## src/rtl/conv_10_12_sdiv_seq_pkg.sv

```systemverilog
// rtl/conv_10_12_sdiv_seq_pkg.sv - shared widths, step count, FSM states and saturation limits
// Purpose : common constants for the sequential signed divider and its step cell.
// Contents: DIN0_W/DIN1_W/DOUT_W operand widths, STEPS iteration count,
//           state_t FSM encoding, SAT_POS/SAT_NEG quotient saturation limits.
package conv_10_12_sdiv_seq_pkg;

   localparam int DIN0_W  = 24;
   localparam int DIN1_W  = 8;
   localparam int DOUT_W  = 16;
   localparam int STEPS   = 24;

   localparam int SAT_POS = 32767;
   localparam int SAT_NEG = -32768;

   typedef enum logic [1:0] {
      ST_IDLE,
      ST_CALC,
      ST_FIX,
      ST_DONE
   } state_t;

endpackage

```

## src/rtl/conv_10_12_sdiv_step.sv

```systemverilog
// rtl/conv_10_12_sdiv_step.sv - one combinational restoring shift-subtract step
// Purpose : shifts the next dividend bit into the partial remainder and
//           subtracts the divisor magnitude when it fits.
// Ports   : i_rem  partial remainder in (unsigned, < divisor)
//           i_bit  next dividend magnitude bit (MSB first)
//           i_div  divisor magnitude (unsigned)
//           o_qbit quotient bit produced by this step
//           o_rem  partial remainder out
module conv_10_12_sdiv_step #(
   parameter int W = 8
) (
   input  logic [W-1:0] i_rem,
   input  logic         i_bit,
   input  logic [W-1:0] i_div,
   output logic         o_qbit,
   output logic [W-1:0] o_rem
);

   logic [W:0] w_sh;

   assign w_sh   = {i_rem, i_bit};
   assign o_qbit = (w_sh >= {1'b0, i_div});
   // When the divisor fits, the true difference is below the divisor and
   // therefore fits in W bits, so a W-bit subtraction is exact.
   assign o_rem  = o_qbit ? (w_sh[W-1:0] - i_div) : w_sh[W-1:0];

endmodule

```

## src/rtl/conv_10_12_sdiv_seq.sv

```systemverilog
// rtl/conv_10_12_sdiv_seq.sv - sequential signed divider, 24-bit / 8-bit -> 16-bit quotient
// Purpose : restoring divider on operand magnitudes; signs applied afterwards,
//           quotient saturated to 16 bits, divide-by-zero flagged.
//           Latency from accepting edge to out_valid is a fixed 26 edges.
// Ports   : ap_clk, ap_rst_n (sync, active-low)
//           in_valid/in_ready, din0 (signed dividend), din1 (signed divisor)
//           out_valid/out_ready, dout (signed quotient), rem (signed remainder),
//           ovf (quotient saturated), dz (divide by zero)
// Macro   : CONV_10_12_SDIV_REM_EN - when defined, rem carries the signed
//           remainder; otherwise rem is tied to 0.
module conv_10_12_sdiv_seq
   import conv_10_12_sdiv_seq_pkg::*;
#(
   parameter int din0_WIDTH = DIN0_W,
   parameter int din1_WIDTH = DIN1_W,
   parameter int dout_WIDTH = DOUT_W
) (
   input  logic                  ap_clk,
   input  logic                  ap_rst_n,
   input  logic                  in_valid,
   output logic                  in_ready,
   input  logic [din0_WIDTH-1:0] din0,
   input  logic [din1_WIDTH-1:0] din1,
   output logic                  out_valid,
   input  logic                  out_ready,
   output logic [dout_WIDTH-1:0] dout,
   output logic [din1_WIDTH-1:0] rem,
   output logic                  ovf,
   output logic                  dz
);

   localparam int                     CNT_W   = $clog2(STEPS + 1);
   localparam logic [CNT_W-1:0]       LAST    = CNT_W'(STEPS);
   localparam logic [dout_WIDTH-1:0]  Q_MAX   = dout_WIDTH'(SAT_POS);
   localparam logic [dout_WIDTH-1:0]  Q_MIN   = dout_WIDTH'(SAT_NEG);
   localparam logic [din0_WIDTH-1:0]  MAG_POS = din0_WIDTH'(SAT_POS);
   localparam logic [din0_WIDTH-1:0]  MAG_NEG = din0_WIDTH'(-SAT_NEG);

   state_t                  r_state;
   logic [CNT_W-1:0]        r_cnt;
   logic [din0_WIDTH-1:0]   r_a;      // dividend magnitude, becomes quotient magnitude
   logic [din1_WIDTH-1:0]   r_b;      // divisor magnitude
   logic [din1_WIDTH-1:0]   r_pr;     // partial remainder magnitude
   logic                    r_s0;
   logic                    r_s1;
   logic                    r_in_ready;
   logic                    r_out_valid;
   logic [dout_WIDTH-1:0]   r_dout;
   logic [din1_WIDTH-1:0]   r_rem;
   logic                    r_ovf;
   logic                    r_dz;

   logic [din0_WIDTH-1:0]   w_mag0;
   logic [din1_WIDTH-1:0]   w_mag1;
   logic                    w_qbit;
   logic [din1_WIDTH-1:0]   w_pr;
   logic                    w_dz;
   logic                    w_qneg;
   logic [dout_WIDTH-1:0]   w_dout;
   logic [din1_WIDTH-1:0]   w_rem;
   logic                    w_ovf;

   // Two's-complement magnitude as unsigned: the most negative value maps to
   // 2^(N-1), which still fits, so no wrap on -8388608 or -128.
   assign w_mag0 = din0[din0_WIDTH-1] ? (~din0 + 1'b1) : din0;
   assign w_mag1 = din1[din1_WIDTH-1] ? (~din1 + 1'b1) : din1;

   conv_10_12_sdiv_step #(.W(din1_WIDTH)) u_step (
      .i_rem  (r_pr),
      .i_bit  (r_a[din0_WIDTH-1]),
      .i_div  (r_b),
      .o_qbit (w_qbit),
      .o_rem  (w_pr)
   );

   assign w_dz   = (r_b == '0);
   assign w_qneg = r_s0 ^ r_s1;

   always_comb begin
      w_dout = '0;
      w_rem  = '0;
      w_ovf  = 1'b0;
      if (w_dz) begin
         w_dout = r_s0 ? Q_MIN : Q_MAX;
      end else if (!w_qneg) begin
         if (r_a > MAG_POS) begin
            w_dout = Q_MAX;
            w_ovf  = 1'b1;
         end else begin
            w_dout = dout_WIDTH'(r_a);
         end
      end else begin
         // Negative side reaches one further: magnitude 32768 is exact.
         if (r_a > MAG_NEG) begin
            w_dout = Q_MIN;
            w_ovf  = 1'b1;
         end else begin
            w_dout = dout_WIDTH'(~r_a + 1'b1);
         end
      end
`ifdef CONV_10_12_SDIV_REM_EN
      // Remainder follows the dividend's sign.
      if (!w_dz) begin
         w_rem = r_s0 ? (~r_pr + 1'b1) : r_pr;
      end
`endif
   end

   always_ff @(posedge ap_clk) begin
      if (!ap_rst_n) begin
         r_state     <= ST_IDLE;
         r_cnt       <= '0;
         r_a         <= '0;
         r_b         <= '0;
         r_pr        <= '0;
         r_s0        <= 1'b0;
         r_s1        <= 1'b0;
         r_in_ready  <= 1'b0;
         r_out_valid <= 1'b0;
         r_dout      <= '0;
         r_rem       <= '0;
         r_ovf       <= 1'b0;
         r_dz        <= 1'b0;
      end else begin
         case (r_state)
            ST_IDLE: begin
               if (in_valid && r_in_ready) begin
                  r_a        <= w_mag0;
                  r_b        <= w_mag1;
                  r_s0       <= din0[din0_WIDTH-1];
                  r_s1       <= din1[din1_WIDTH-1];
                  r_pr       <= '0;
                  r_cnt      <= '0;
                  r_in_ready <= 1'b0;
                  r_state    <= ST_CALC;
               end else begin
                  r_in_ready <= 1'b1;
               end
            end
            ST_CALC: begin
               // The cycle after the last step only hands over to FIX; this
               // keeps the accept-to-valid latency at 26 edges.
               if (r_cnt == LAST) begin
                  r_state <= ST_FIX;
               end else begin
                  r_a   <= {r_a[din0_WIDTH-2:0], w_qbit};
                  r_pr  <= w_pr;
                  r_cnt <= r_cnt + 1'b1;
               end
            end
            ST_FIX: begin
               r_dout      <= w_dout;
               r_rem       <= w_rem;
               r_ovf       <= w_ovf;
               r_dz        <= w_dz;
               r_out_valid <= 1'b1;
               r_state     <= ST_DONE;
            end
            ST_DONE: begin
               if (out_ready) begin
                  r_out_valid <= 1'b0;
                  r_ovf       <= 1'b0;
                  r_dz        <= 1'b0;
                  r_in_ready  <= 1'b1;
                  r_state     <= ST_IDLE;
               end
            end
            default: r_state <= ST_IDLE;
         endcase
      end
   end

   assign in_ready  = r_in_ready;
   assign out_valid = r_out_valid;
   assign dout      = r_dout;
   assign rem       = r_rem;
   assign ovf       = r_ovf;
   assign dz        = r_dz;

endmodule
```

## config.mk

```make
export PLATFORM = sky130hd
export DESIGN_NAME = conv_10_12_sdiv_seq
export DESIGN_NICKNAME = d
export VERILOG_FILES = /design/src/rtl/conv_10_12_sdiv_seq_pkg.sv /design/src/rtl/conv_10_12_sdiv_step.sv /design/src/rtl/conv_10_12_sdiv_seq.sv
export SDC_FILE = /design/constraint.sdc
export NUM_CORES = 1
export LEC_CHECK = 0
export ABC_AREA = 1
export CAP_MARGIN = 25
export CORE_AREA = 5 5 96 98
export DETAILED_ROUTE_END_ITERATION = 8
export DIE_AREA = 0 0 101 103
export MAX_ROUTING_LAYER = met4
export PLACE_DENSITY_LB_ADDON = 0.05
export SLEW_MARGIN = 20
export SYNTH_ARGS = -nofsm -noshare
export SYNTH_HDL_FRONTEND = slang
export SYNTH_SLANG_ARGS = --single-unit
```

## constraint.sdc

```tcl
create_clock -name ap_clk -period 3.7 [get_ports ap_clk]
set_clock_uncertainty 0.1 [all_clocks]
set_input_delay 0.925 -clock ap_clk [delete_from_list [all_inputs] [get_ports ap_clk]]
set_output_delay 0.925 -clock ap_clk [all_outputs]
set_load 0.005 [all_outputs]
```

==> results.txt, run 1 <==
----------------------------------------------------
[Layout]
  # diodes ... 0
  FF/Latch Area ... 1380 sq um
  Area overhead of the layout relative to synthesis ... 15.7%
  Final-stage net count ... 851
  Fraction of final layout cells with drive strength greater than 1 ... 5.24%
  Commonest non-fill, non-tap cell in the layout ... sky130_fd_sc_hd__nand2_1
  Final Instance Area ... 5550 sq um
  Core utilization of the finished layout ... 66.2%
  Layout filler cell count ... 807
  Final non-filler cell total ... 910
  Multi-input combinational cell area ... 2910 sq um
  Leading cell types in the layout, fill and taps excluded ... 179 x sky130_fd_sc_hd__nand2_1, 84 x sky130_fd_sc_hd__inv_1, 72 x sky130_fd_sc_hd__nor2_1

[Yosys]
  Post-synthesis average cell area ... 6.37 sq um
  Post-synthesis cell type with the largest combined area ... sky130_fd_sc_hd__dfxtp_1
  Area share of the largest cell type after synthesis ... 28.8%
  Async set or reset register ratio after synthesis ... 0%
  Dominant cells by area after synthesis ... sky130_fd_sc_hd__dfxtp_1 29%, sky130_fd_sc_hd__nand2_1 14%, sky130_fd_sc_hd__a21oi_1 6.8%
  Netlist area before placement ... 4790 sq um
  Flip-flop and latch count after synthesis ... 69
  Number of library cell types mapped by synthesis ... 43
  Synthesized instance count ... 753
  Number of synthesized flops with an enable pin ... 0
  Post-synthesis sequential area ratio ... 28.8%
  Most used flip-flop cell after synthesis ... sky130_fd_sc_hd__dfxtp_1
  Ys Warns ... 0

[Clock tree]
  Buffers from clock root to sink, at most ... 2
  CTS buffer count ... 9
  Setup Buffers After CTS ... 0
  Root Driver ... sky130_fd_sc_hd__clkbuf_8
  Clock Sinks ... 69
  TritonCTS clock tree ... built
  Number of buffers added to fix hold violations after cts ... 0
  H-tree lvl count ... 3
  Resize count post-CTS ... 0
  Clk Latency, worst-skew pair ... 0.34 ns
  Clock-pin transition on the worst setup and hold timing paths ... 0.07 ns

[Setup path]
  Series of cell instances along the critical path ... clkdlybuf4s50_1, nand2_1, nand2_1, nand3_2, nand2_2, inv_2, nor3_2, nand3_1, nand2_1, nor2_1
  Reg2reg end ... r_cnt[4]
  Data required time at the worst endpoint ... 3.83 ns
  Reg2Reg Launch Point ... r_state[1]
  Delay of the slowest cell on the worst path ... 0.46 ns
  Largest delay share family, worst path ... simple AND/OR/NAND/NOR gates
  First element of the critical path ... in_valid
  Crit path DAT ... 2.95 ns
  WP buf/inv ... 2
  Slowest cell on the critical path ... sky130_fd_sc_hd__clkdlybuf4s50_1
  Crit path capture type ... register
  Crit path top cell by count ... sky130_fd_sc_hd__nand2_1
  Cell depth of the worst flop-to-flop path ... 11
  Category of the worst setup path launch point ... primary input
  Register-to-Register Setup Slack ... 0.93 ns
  Category of the most critical setup path ... primary input to register
  Peak fanout along the critical path ... 35

[Floorplanning]
  Number of rows created at floorplan ... 34
  Die boundary width ... 101 microns
  Core region area ... 8380 sq um
  Die area ... 10,400 sq um
  Initial standard-cell utilization of the core ... 57.2%
  Ports ... 64
  Die span in y ... 103 microns

[Global routing]
  Maximum number of pins on one net before global-route repair ... 38
  Via count of the first global-routing pass ... 4,439
  Global-route wire length before repair ... 20.5 mm
  Antenna violations before repair ... 0
  Global route total overflow ... 0
  GRT Total Usage ... 24.8%

[Power]
  Maximum VDD drop ... 0.488 mV
  Final Power ... 5020 uW
  P_leak ... 0.00240 uW
  Power density over the cells ... 905 nW/um^2

[Route]
  DRC viols ... 0
  Final routed wirelength across all metal layers ... 11.9 mm
  Iteration-0 DRC Markers ... 312
  Via density per instance ... 5.35
  Total number of vias ... 4,873
  Remaining antenna violation count after routing ... 0
  Detailed-route wire length per cell ... 13.1 microns
  Drt pass-1 iters ... 5

[Status]
  Run status ... finished, final reports clean

[Placed design]
  Cell count after placement ... 893
  Placer congestion estimate ... 0.907
  Detailed Place HPWL ... 9.17 mm
  Cell area reported after detailed placement ... 5350 sq um
  Port-buffer cells ... 55

[Timing]
  Number of failing setup endpoints in the final timing report ... 0
  Slew Limit Headroom ... 56.7%
  Final Cycle Share ... 76.1%
  Setup repair after global routing missed its margin ... no
  Time the worst path needs with I/O delays and setup ... 2.81 ns
  Sum of negative setup slack ... 0 ns
  Fin. max-slew vios ... 0
  Endpoints failing hold ... 0
  Worst Max-Slew Pin Slew ... 0.649 ns
  Highest Clock Rate ... 0.355 GHz

[Worst hold path]
  Capture endpoint of the worst hold path ... dout[15]
  Class of the most critical hold timing path ... register to register
  Start point of the worst min-delay path ... dout[15]
  Cell count of the worst hold path ... 2

[Run]
  Max-capacitance violation count ... 0

----------------------------------------------------
[flip-flops by register name, summed over array words and instances (netlist names)]
name and count:
dout 16, dz 1, in_ready 1, out_valid 1, ovf 1, r_a 24
r_b 8, r_cnt 5, r_pr 8, r_s0 1, r_s1 1, r_state 2
[metrics by stage]
step / setup slack (ns) / hold WS (ns)
floorplan: 1.54 / 0.344
global placement: 0.699 / 0.356
detailed placement: 0.538 / 0.374
CTS: 0.902 / 0.384
global route: 0.616 / 0.406
finish: 0.885 / 0.380
[how the worst max path moves through the flow]
stage	cells past startpoint	endpoint
5_1_grt	11	r_cnt[4]
6_report	10	r_cnt[4]
3_3_place_gp	10	r_cnt[4]
4_1_cts	10	r_cnt[4]
3_5_place_dp	10	r_cnt[4]
2_1_floorplan	10	r_a[16]
[Yosys cell counts, types with 8 or more instances]
library cell,number
sky130_fd_sc_hd__nand2_1,179
sky130_fd_sc_hd__ha_1,17
sky130_fd_sc_hd__nor2_1,72
sky130_fd_sc_hd__dfxtp_1,69
sky130_fd_sc_hd__o21ai_1,12
sky130_fd_sc_hd__nand3_1,60
sky130_fd_sc_hd__o21ai_0,49
sky130_fd_sc_hd__a31oi_1,9
sky130_fd_sc_hd__xnor2_1,12
sky130_fd_sc_hd__buf_4,8
sky130_fd_sc_hd__clkbuf_1,11
sky130_fd_sc_hd__xor2_1,15
sky130_fd_sc_hd__nand3b_1,12
sky130_fd_sc_hd__buf_2,12
sky130_fd_sc_hd__a21oi_1,65
sky130_fd_sc_hd__inv_1,84
[metal layers]
metal	global-route usage [%]	routed length (microns)	part of all wire, %
met1	33.9	5900	49
met2	37.6	5210	44
met3	4.60	676	5.7
met4	7.06	150	1.3
met5	-	0	0
[where the power goes]
part	switching (uW)	internal (uW)
registers	184	960
clock network	268	332
logic	2070	1210
[cells by family after synthesis]
logic type / Yosys count / share of synthesized area, %
simple gates: 357 / 32.9
compound gates: 156 / 17.5
buf+inv: 125 / 11.0
flops: 69 / 28.8
xor+xnor: 27 / 4.93
fa+ha+maj: 18 / 4.86
other cells: 1 / 0.0782
[area by class of cell]
cell class,count,share of cell area [%]
clock inverters,1,0.542
clock buffers,15,2.82
inverters,91,6.16
well taps,108,2.44
repair buffers,60,10.6
multi-input cells,566,52.5
flip-flops and latches,69,24.9
[worst min-delay path, cell delays in order (launching register included)]
cell and delay, ns:
sky130_fd_sc_hd__dfxtp_1 0.31, sky130_fd_sc_hd__nand2_1 0.06, sky130_fd_sc_hd__a21oi_1 0.06
Power figures use the tool's default switching activity.
==> run 2, diff against run 1 <==
- CORE_AREA: 5 5 96 98 -> 5 5 99 101
- DIE_AREA: 0 0 101 103 -> 0 0 104 106
- clock period: 3.7 -> 2.64 ns (I/O delays scaled with it)
==> run 2 against run 1 <==
  * Die area rose by 6.0%
  * Clock power rose by 67%
  * Combinational power rose by 44%
  * Sequential cell count did not move
  * First-iteration DRC count fell by 5.8%
  * Critical endpoint is now r_pr[2]
  * Largest cell class unchanged
  * Highest routed layer unchanged
==> results.txt, run 2 (synthesized netlist as in run 1, its figures left out) <==
----------------------------------------------------
[Status]
  Run status ... finished, final reports clean

[Setup path]
  Category of the worst setup path launch point ... register
  Series of cell instances along the critical path ... inv_1, ha_1, nand2_1, o21ai_1, nand2_1, nand2_1, nand2_2, nand2_2, nand2_1, nand3_1, a21oi_1
  Cell depth of the worst flop-to-flop path ... 11 (unchanged)
  Data required time at the worst endpoint ... 2.76 ns (-1.07 ns)
  WP buf/inv ... 1 (-1)
  Register-to-Register Setup Slack ... 0.45 ns (-0.48 ns)
  Crit path top cell by count ... sky130_fd_sc_hd__nand2_1
  Category of the most critical setup path ... register to register
  Crit path DAT ... 2.31 ns (-0.64 ns)
  Largest delay share family, worst path ... simple AND/OR/NAND/NOR gates
  Delay of the slowest cell on the worst path ... 0.39 ns (-0.07 ns)
  Crit path capture type ... register
  Peak fanout along the critical path ... 9 (-74%)
  Critical path depth ... 11 (+1)
  Slowest cell on the critical path ... sky130_fd_sc_hd__dfxtp_1

[Global routing]
  Via count of the first global-routing pass ... 4,607 (+3.8%)
  Global route total overflow ... 0 (unchanged)
  Global-route wire length before repair ... 21.8 mm (+5.9%)
  Antenna violations before repair ... 0 (unchanged)
  Maximum number of pins on one net before global-route repair ... 31 (-18%)
  GRT Total Usage ... 23.8% (-0.95 points)

[Timing]
  Setup repair after global routing missed its margin ... no
  Hold slack ... 0.373 ns (-0.00685 ns)
  Time the worst path needs with I/O delays and setup ... 2.19 ns
  Number of failing setup endpoints in the final timing report ... 0 (unchanged)
  Worst Slack Setup Final ... 0.449 ns (-0.437 ns)
  Worst Max-Slew Pin Slew ... 0.601 ns (-0.0477 ns)
  Highest Clock Rate ... 0.456 GHz
  Final Cycle Share ... 83.0%
  Endpoints failing hold ... 0 (unchanged)
  Fin. max-slew vios ... 0 (unchanged)
  Sum of negative setup slack ... 0 ns (unchanged)
  Slew Limit Headroom ... 59.8% (+3.1 points)

[Placed design]
  Port-buffer cells ... 55 (unchanged)
  Detailed Place HPWL ... 9.76 mm (+6.4%)
  Placer congestion estimate ... 0.971 (+7.1%)
  Post-Place Setup Slack ... 0.125 ns (-0.413 ns)

[Power]
  Maximum VDD drop ... 0.718 mV (+47%)
  Power density over the cells ... 1290 nW/um^2 (+42%)
  P_leak ... 0.00248 uW (+3.4%)

[Layout]
  Area overhead of the layout relative to synthesis ... 18.6%
  Register with the most flip-flops ... r_a
  Leading cell types in the layout, fill and taps excluded ... 179 x sky130_fd_sc_hd__nand2_1, 84 x sky130_fd_sc_hd__inv_1, 72 x sky130_fd_sc_hd__nor2_1
  # diodes ... 0 (unchanged)
  Fraction of final layout cells with drive strength greater than 1 ... 7.13% (+1.9 points)
  Layout filler cell count ... 852 (+5.6%)
  Commonest non-fill, non-tap cell in the layout ... sky130_fd_sc_hd__nand2_1
  Final-stage net count ... 863 (+1.4%)
  Number of flip-flops under the largest register name ... 24 (unchanged)

[Floorplanning]
  Core region area ... 8930 sq um (+6.6%)
  Ports ... 64 (unchanged)
  Number of rows created at floorplan ... 35 (+2.9%)
  Die boundary width ... 104 microns (+3.0%)
  Initial standard-cell utilization of the core ... 53.7% (-3.5 points)
  Die span in y ... 106 microns (+2.9%)
  Die area ... 11,000 sq um (+6.0%)

[Clock tree]
  Root Driver ... sky130_fd_sc_hd__clkbuf_8
  CTS buffer count ... 9 (unchanged)
  Number of buffers added to fix hold violations after cts ... 0 (unchanged)
  Clock-pin transition on the worst setup and hold timing paths ... 0.07 ns (about the same)
  TritonCTS clock tree ... built
  Clk Latency, worst-skew pair ... 0.35 ns (about the same)
  Buffers from clock root to sink, at most ... 2 (unchanged)
  Clock Sinks ... 69 (unchanged)
  Setup Buffers After CTS ... 0 (unchanged)
  Resize count post-CTS ... 0 (unchanged)
  H-tree lvl count ... 3 (unchanged)

[Route]
  Total number of vias ... 4,893 (+0.41%)
  Final routed wirelength across all metal layers ... 12.4 mm (+4.3%)
  Via density per instance ... 5.30 (-1.1%)
  Detailed-route wire length per cell ... 13.5 microns (+2.7%)
  DRC viols ... 0 (unchanged)
  Drt pass-1 iters ... 5 (unchanged)
  Iteration-0 DRC Markers ... 294 (-5.8%)
  Remaining antenna violation count after routing ... 0 (unchanged)

[Run]
  Max-capacitance violation count ... 0 (unchanged)

[Worst hold path]
  Class of the most critical hold timing path ... register to register
  Cell count of the worst hold path ... 2 (unchanged)

----------------------------------------------------
[run 2: cell count changes in the layout (fill, tap and decap cells not counted)]
cell | previous run | this run
sky130_fd_sc_hd__buf_4 | 5 | 17
sky130_fd_sc_hd__bufinv_16 | 1 | 2
sky130_fd_sc_hd__clkbuf_1 | 5 | 0
sky130_fd_sc_hd__clkbuf_8 | 10 | 12
sky130_fd_sc_hd__clkinvlp_4 | 0 | 1
[run 2: report_power, final]
| group | switching (uW) | leakage (uW) | total (uW) | internal (uW) |
|---|---|---|---|---|
| clock | 400 | 0.000115 | 1000 | 604 |
| combinational | 2910 | 0.00180 | 4720 | 1800 |
| sequential | 261 | 0.000562 | 1610 | 1350 |
| total | 3570 | 0.00248 | 7330 | 3750 |
[run 2: path summary, 6_finish.rpt]
path         startpoint  endpoint
min reg2reg      r_b[7]    r_b[7]
max              r_b[1]   r_pr[2]
min              r_b[7]    r_b[7]
max reg2reg      r_b[1]   r_pr[2]
[run 2: layout make-up]
class	instances	area [sq um]	share of cell area (%)
clock buffer	12	165	2.90
clock inverter	3	67.6	1.19
inverter	91	342	6.01
tap	111	139	2.44
sequential	69	1380	24.3
multi-input combinational	566	2910	51.2
timing repair buffer	72	678	11.9
[run 2: per-stage QoR]
step | std cells | util [%] | instance area, sq um | power, uW
after CTS | 924 | 63.6 | 5690 | 7320
final | 924 | 63.6 | 5690 | 7330
after detailed placement | 909 | 61.0 | 5450 | 6290
after global placement | 909 | 61.0 | 5450 | 6190
after global routing | 924 | 63.6 | 5690 | 8100
after floorplan | 760 | - | 4820 | 5120
[run 2: worst reg2reg max path: cells and delay by family (launching register included)]
family	cells	cell delay, ns
AND/OR/NAND/NOR	7	0.80
AO/OA/AOI/OAI	2	0.38
adder cells (fa/ha/maj)	1	0.30
flip-flops	1	0.39
buffers and inverters	1	0.08
[run 2: layer usage]
metal	track usage (%)	up-vias	part of all wire (%)
li1	-	2554	-
met4	7.86	0	1.7
met2	33.7	126	43
met1	34.5	2190	50
met3	3.89	23	5.4
met5	-	-	0
==> run 3, diff against run 2 <==
- clock period: 2.64 -> 2.3 ns (I/O delays scaled with it)
==> run 3 against run 2 <==
  * Sequential power is 14% higher
  * Combinational power rose by 16%
  * Total power grew 13%
  * Routed wire length shrank 0.40%
  * Non-clock buffer count up 16
  * Via count rose by 1.1%
  * First-iteration DRC count down 11%
  * Design area up 1.6%
  * Cell count up 1.8%
  * Die area stayed put
  * Critical path type is now primary input to register
  * Largest power group unchanged
  * Highest routed layer unchanged
==> results.txt, run 3 (synthesized netlist as in run 1, its figures left out) <==
----------------------------------------------------
[Floorplanning]
  Core region area ... 8930 sq um (unchanged)
  Die span in y ... 106 microns (unchanged)
  Number of rows created at floorplan ... 35 (unchanged)
  Die boundary width ... 104 microns (unchanged)
  Die area ... 11,000 sq um (unchanged)
  Ports ... 64 (unchanged)
  Initial standard-cell utilization of the core ... 53.7% (unchanged)

[Clock tree]
  Root Driver ... sky130_fd_sc_hd__clkbuf_8
  Number of buffers added to fix hold violations after cts ... 0 (unchanged)
  Clock Sinks ... 69 (unchanged)
  Clk Latency, worst-skew pair ... 0.34 ns (about the same)
  Clock-pin transition on the worst setup and hold timing paths ... 0.08 ns (about the same)
  Resize count post-CTS ... 0 (unchanged)
  Buffers from clock root to sink, at most ... 2 (unchanged)
  CTS buffer count ... 9 (unchanged)
  TritonCTS clock tree ... built
  Setup Buffers After CTS ... 0 (unchanged)
  H-tree lvl count ... 3 (unchanged)

[Layout]
  Final-stage net count ... 879 (+1.9%)
  Register with the most flip-flops ... r_a
  Leading cell types in the layout, fill and taps excluded ... 179 x sky130_fd_sc_hd__nand2_1, 84 x sky130_fd_sc_hd__inv_1, 72 x sky130_fd_sc_hd__nor2_1
  # diodes ... 0 (unchanged)
  Final non-filler cell total ... 941 (+1.8%)
  Area overhead of the layout relative to synthesis ... 20.5%
  Number of flip-flops under the largest register name ... 24 (unchanged)
  Fraction of final layout cells with drive strength greater than 1 ... 8.92% (+1.8 points)
  Commonest non-fill, non-tap cell in the layout ... sky130_fd_sc_hd__nand2_1

[Route]
  DRC viols ... 0 (unchanged)
  Iteration-0 DRC Markers ... 261 (-11%)
  Final routed wirelength across all metal layers ... 12.4 mm (-0.40%)
  Total number of vias ... 4,947 (+1.1%)
  Detailed-route wire length per cell ... 13.2 microns (-2.2%)
  Drt pass-1 iters ... 5 (unchanged)
  Via density per instance ... 5.26 (-0.72%)
  Remaining antenna violation count after routing ... 0 (unchanged)

[Timing]
  Setup repair after global routing missed its margin ... no
  Number of failing setup endpoints in the final timing report ... 0 (unchanged)
  Endpoints failing hold ... 0 (unchanged)
  Final Cycle Share ... 89.0%
  Slew Limit Headroom ... 55.4% (-4.4 points)
  Highest Clock Rate ... 0.489 GHz
  Time the worst path needs with I/O delays and setup ... 2.05 ns
  Hold slack ... 0.378 ns (+0.00519 ns)
  Sum of negative setup slack ... 0 ns (unchanged)
  Worst Max-Slew Pin Slew ... 0.668 ns (+0.0665 ns)
  Fin. max-slew vios ... 0 (unchanged)

[Power]
  Sequential Power Share ... 22.2% (+0.3 points)
  Switching Fraction ... 49.3% (+0.50 points)
  P_leak ... 0.00254 uW (+2.4%)
  Cell internal pwr ... 4210 uW (+12%)
  Sw power ... 4090 uW (+14%)
  Comb power frac ... 66.1% (+1.7 points)
  Power density over the cells ... 1440 nW/um^2 (+11%)
  Maximum VDD drop ... 0.726 mV (+1.2%)
  Final Power ... 8300 uW (+13%)
  Proportion of power drawn by the clock network ... 11.7% (-2.0 points)

[Global routing]
  Global-route wire length before repair ... 21.7 mm (-0.19%)
  GRT Total Usage ... 23.6% (-0.20 points)
  Maximum number of pins on one net before global-route repair ... 38 (+23%)
  Via count of the first global-routing pass ... 4,706 (+2.1%)
  Antenna violations before repair ... 0 (unchanged)
  Global route total overflow ... 0 (unchanged)

[Setup path]
  Category of the worst setup path launch point ... primary input
  Crit path DAT ... 2.14 ns (-0.17 ns)
  Data required time at the worst endpoint ... 2.40 ns (-0.36 ns)
  Crit path capture type ... register
  Peak fanout along the critical path ... 5 (-4)
  Category of the most critical setup path ... primary input to register

[Status]
  Run status ... finished, final reports clean

[Placed design]
  Detailed Place HPWL ... 9.79 mm (+0.23%)
  Port-buffer cells ... 55 (unchanged)
  Cell count after placement ... 925 (+1.8%)
  Placer congestion estimate ... 0.929 (-4.4%)

[Worst hold path]
  Class of the most critical hold timing path ... register to register

[Run]
  Max-capacitance violation count ... 0 (unchanged)

----------------------------------------------------
==> run 3: cell count changes in the layout (fill, tap and decap cells not counted), sizes merged <==
cell,change
clkinvlp,+1
buf,+16
clkbuf,-2
clkinv,+3
bufinv,-1
==> run 3: layout make-up <==
type	instances	area (sq um)
inverter	91	342
timing repair buffer	88	811
multi-input combinational	566	2910
clock inverter	6	63.8
clock buffer	10	128
fill	887	3160
sequential	69	1380
tap	111	139
==> run 3: path summary, 6_finish.rpt <==
path                            depth (start not counted)  startpoint  slack (ns)  endpoint
worst max-delay path                                   11     din0[0]        0.25   r_a[16]
worst min-delay path                                    2      r_b[7]        0.38    r_b[7]
worst max register to register                         11      r_b[1]        0.27   r_pr[7]
worst min register to register                          2      r_b[7]        0.38    r_b[7]
==> run 3: critical path: stages <==
cell and delay, ns:
sky130_fd_sc_hd__clkdlybuf4s50_1 0.42, sky130_fd_sc_hd__inv_1 0.08, sky130_fd_sc_hd__ha_1 0.16, sky130_fd_sc_hd__nand3_1 0.17
sky130_fd_sc_hd__nor2_1 0.18, sky130_fd_sc_hd__nand2_1 0.09, sky130_fd_sc_hd__or2_1 0.23, sky130_fd_sc_hd__nand2_1 0.06
sky130_fd_sc_hd__nand2_1 0.05, sky130_fd_sc_hd__nand3_1 0.06, sky130_fd_sc_hd__a21oi_1 0.06
==> run 3: power groups by stage <==
stage | registers (uW) | clock network, uW | logic, uW
2_1_floorplan | 1790 | 0 | 4080
6_report | 1840 | 968 | 5490
3_5_place_dp | 1860 | 0 | 5450
5_1_grt | 1890 | 1050 | 6280
4_1_cts | 1840 | 986 | 5470
3_3_place_gp | 1850 | 0 | 5320
==> run 3: routing by layer <==
layer  up-vias  wire length, microns  track usage (%)  part of all wire [%]
li1       2592                     -                -                     -
met1      2230                  6230             32.6                    50
met2       117                  5540             36.6                    45
met3         8                   558             4.07                   4.5
met4         0                    68             5.09                  0.55
met5         -                     0                -                     0
==> run 3: metrics by stage <==
step / utilization, % / area, sq um / setup slack (ns)
after floorplan: - / 4820 / 0.486
after global placement: 62.5 / 5590 / -0.0453
after detailed placement: 62.5 / 5590 / -0.0890
after CTS: 64.7 / 5780 / 0.246
after global routing: 64.7 / 5780 / 0.0278
final: 64.7 / 5780 / 0.254
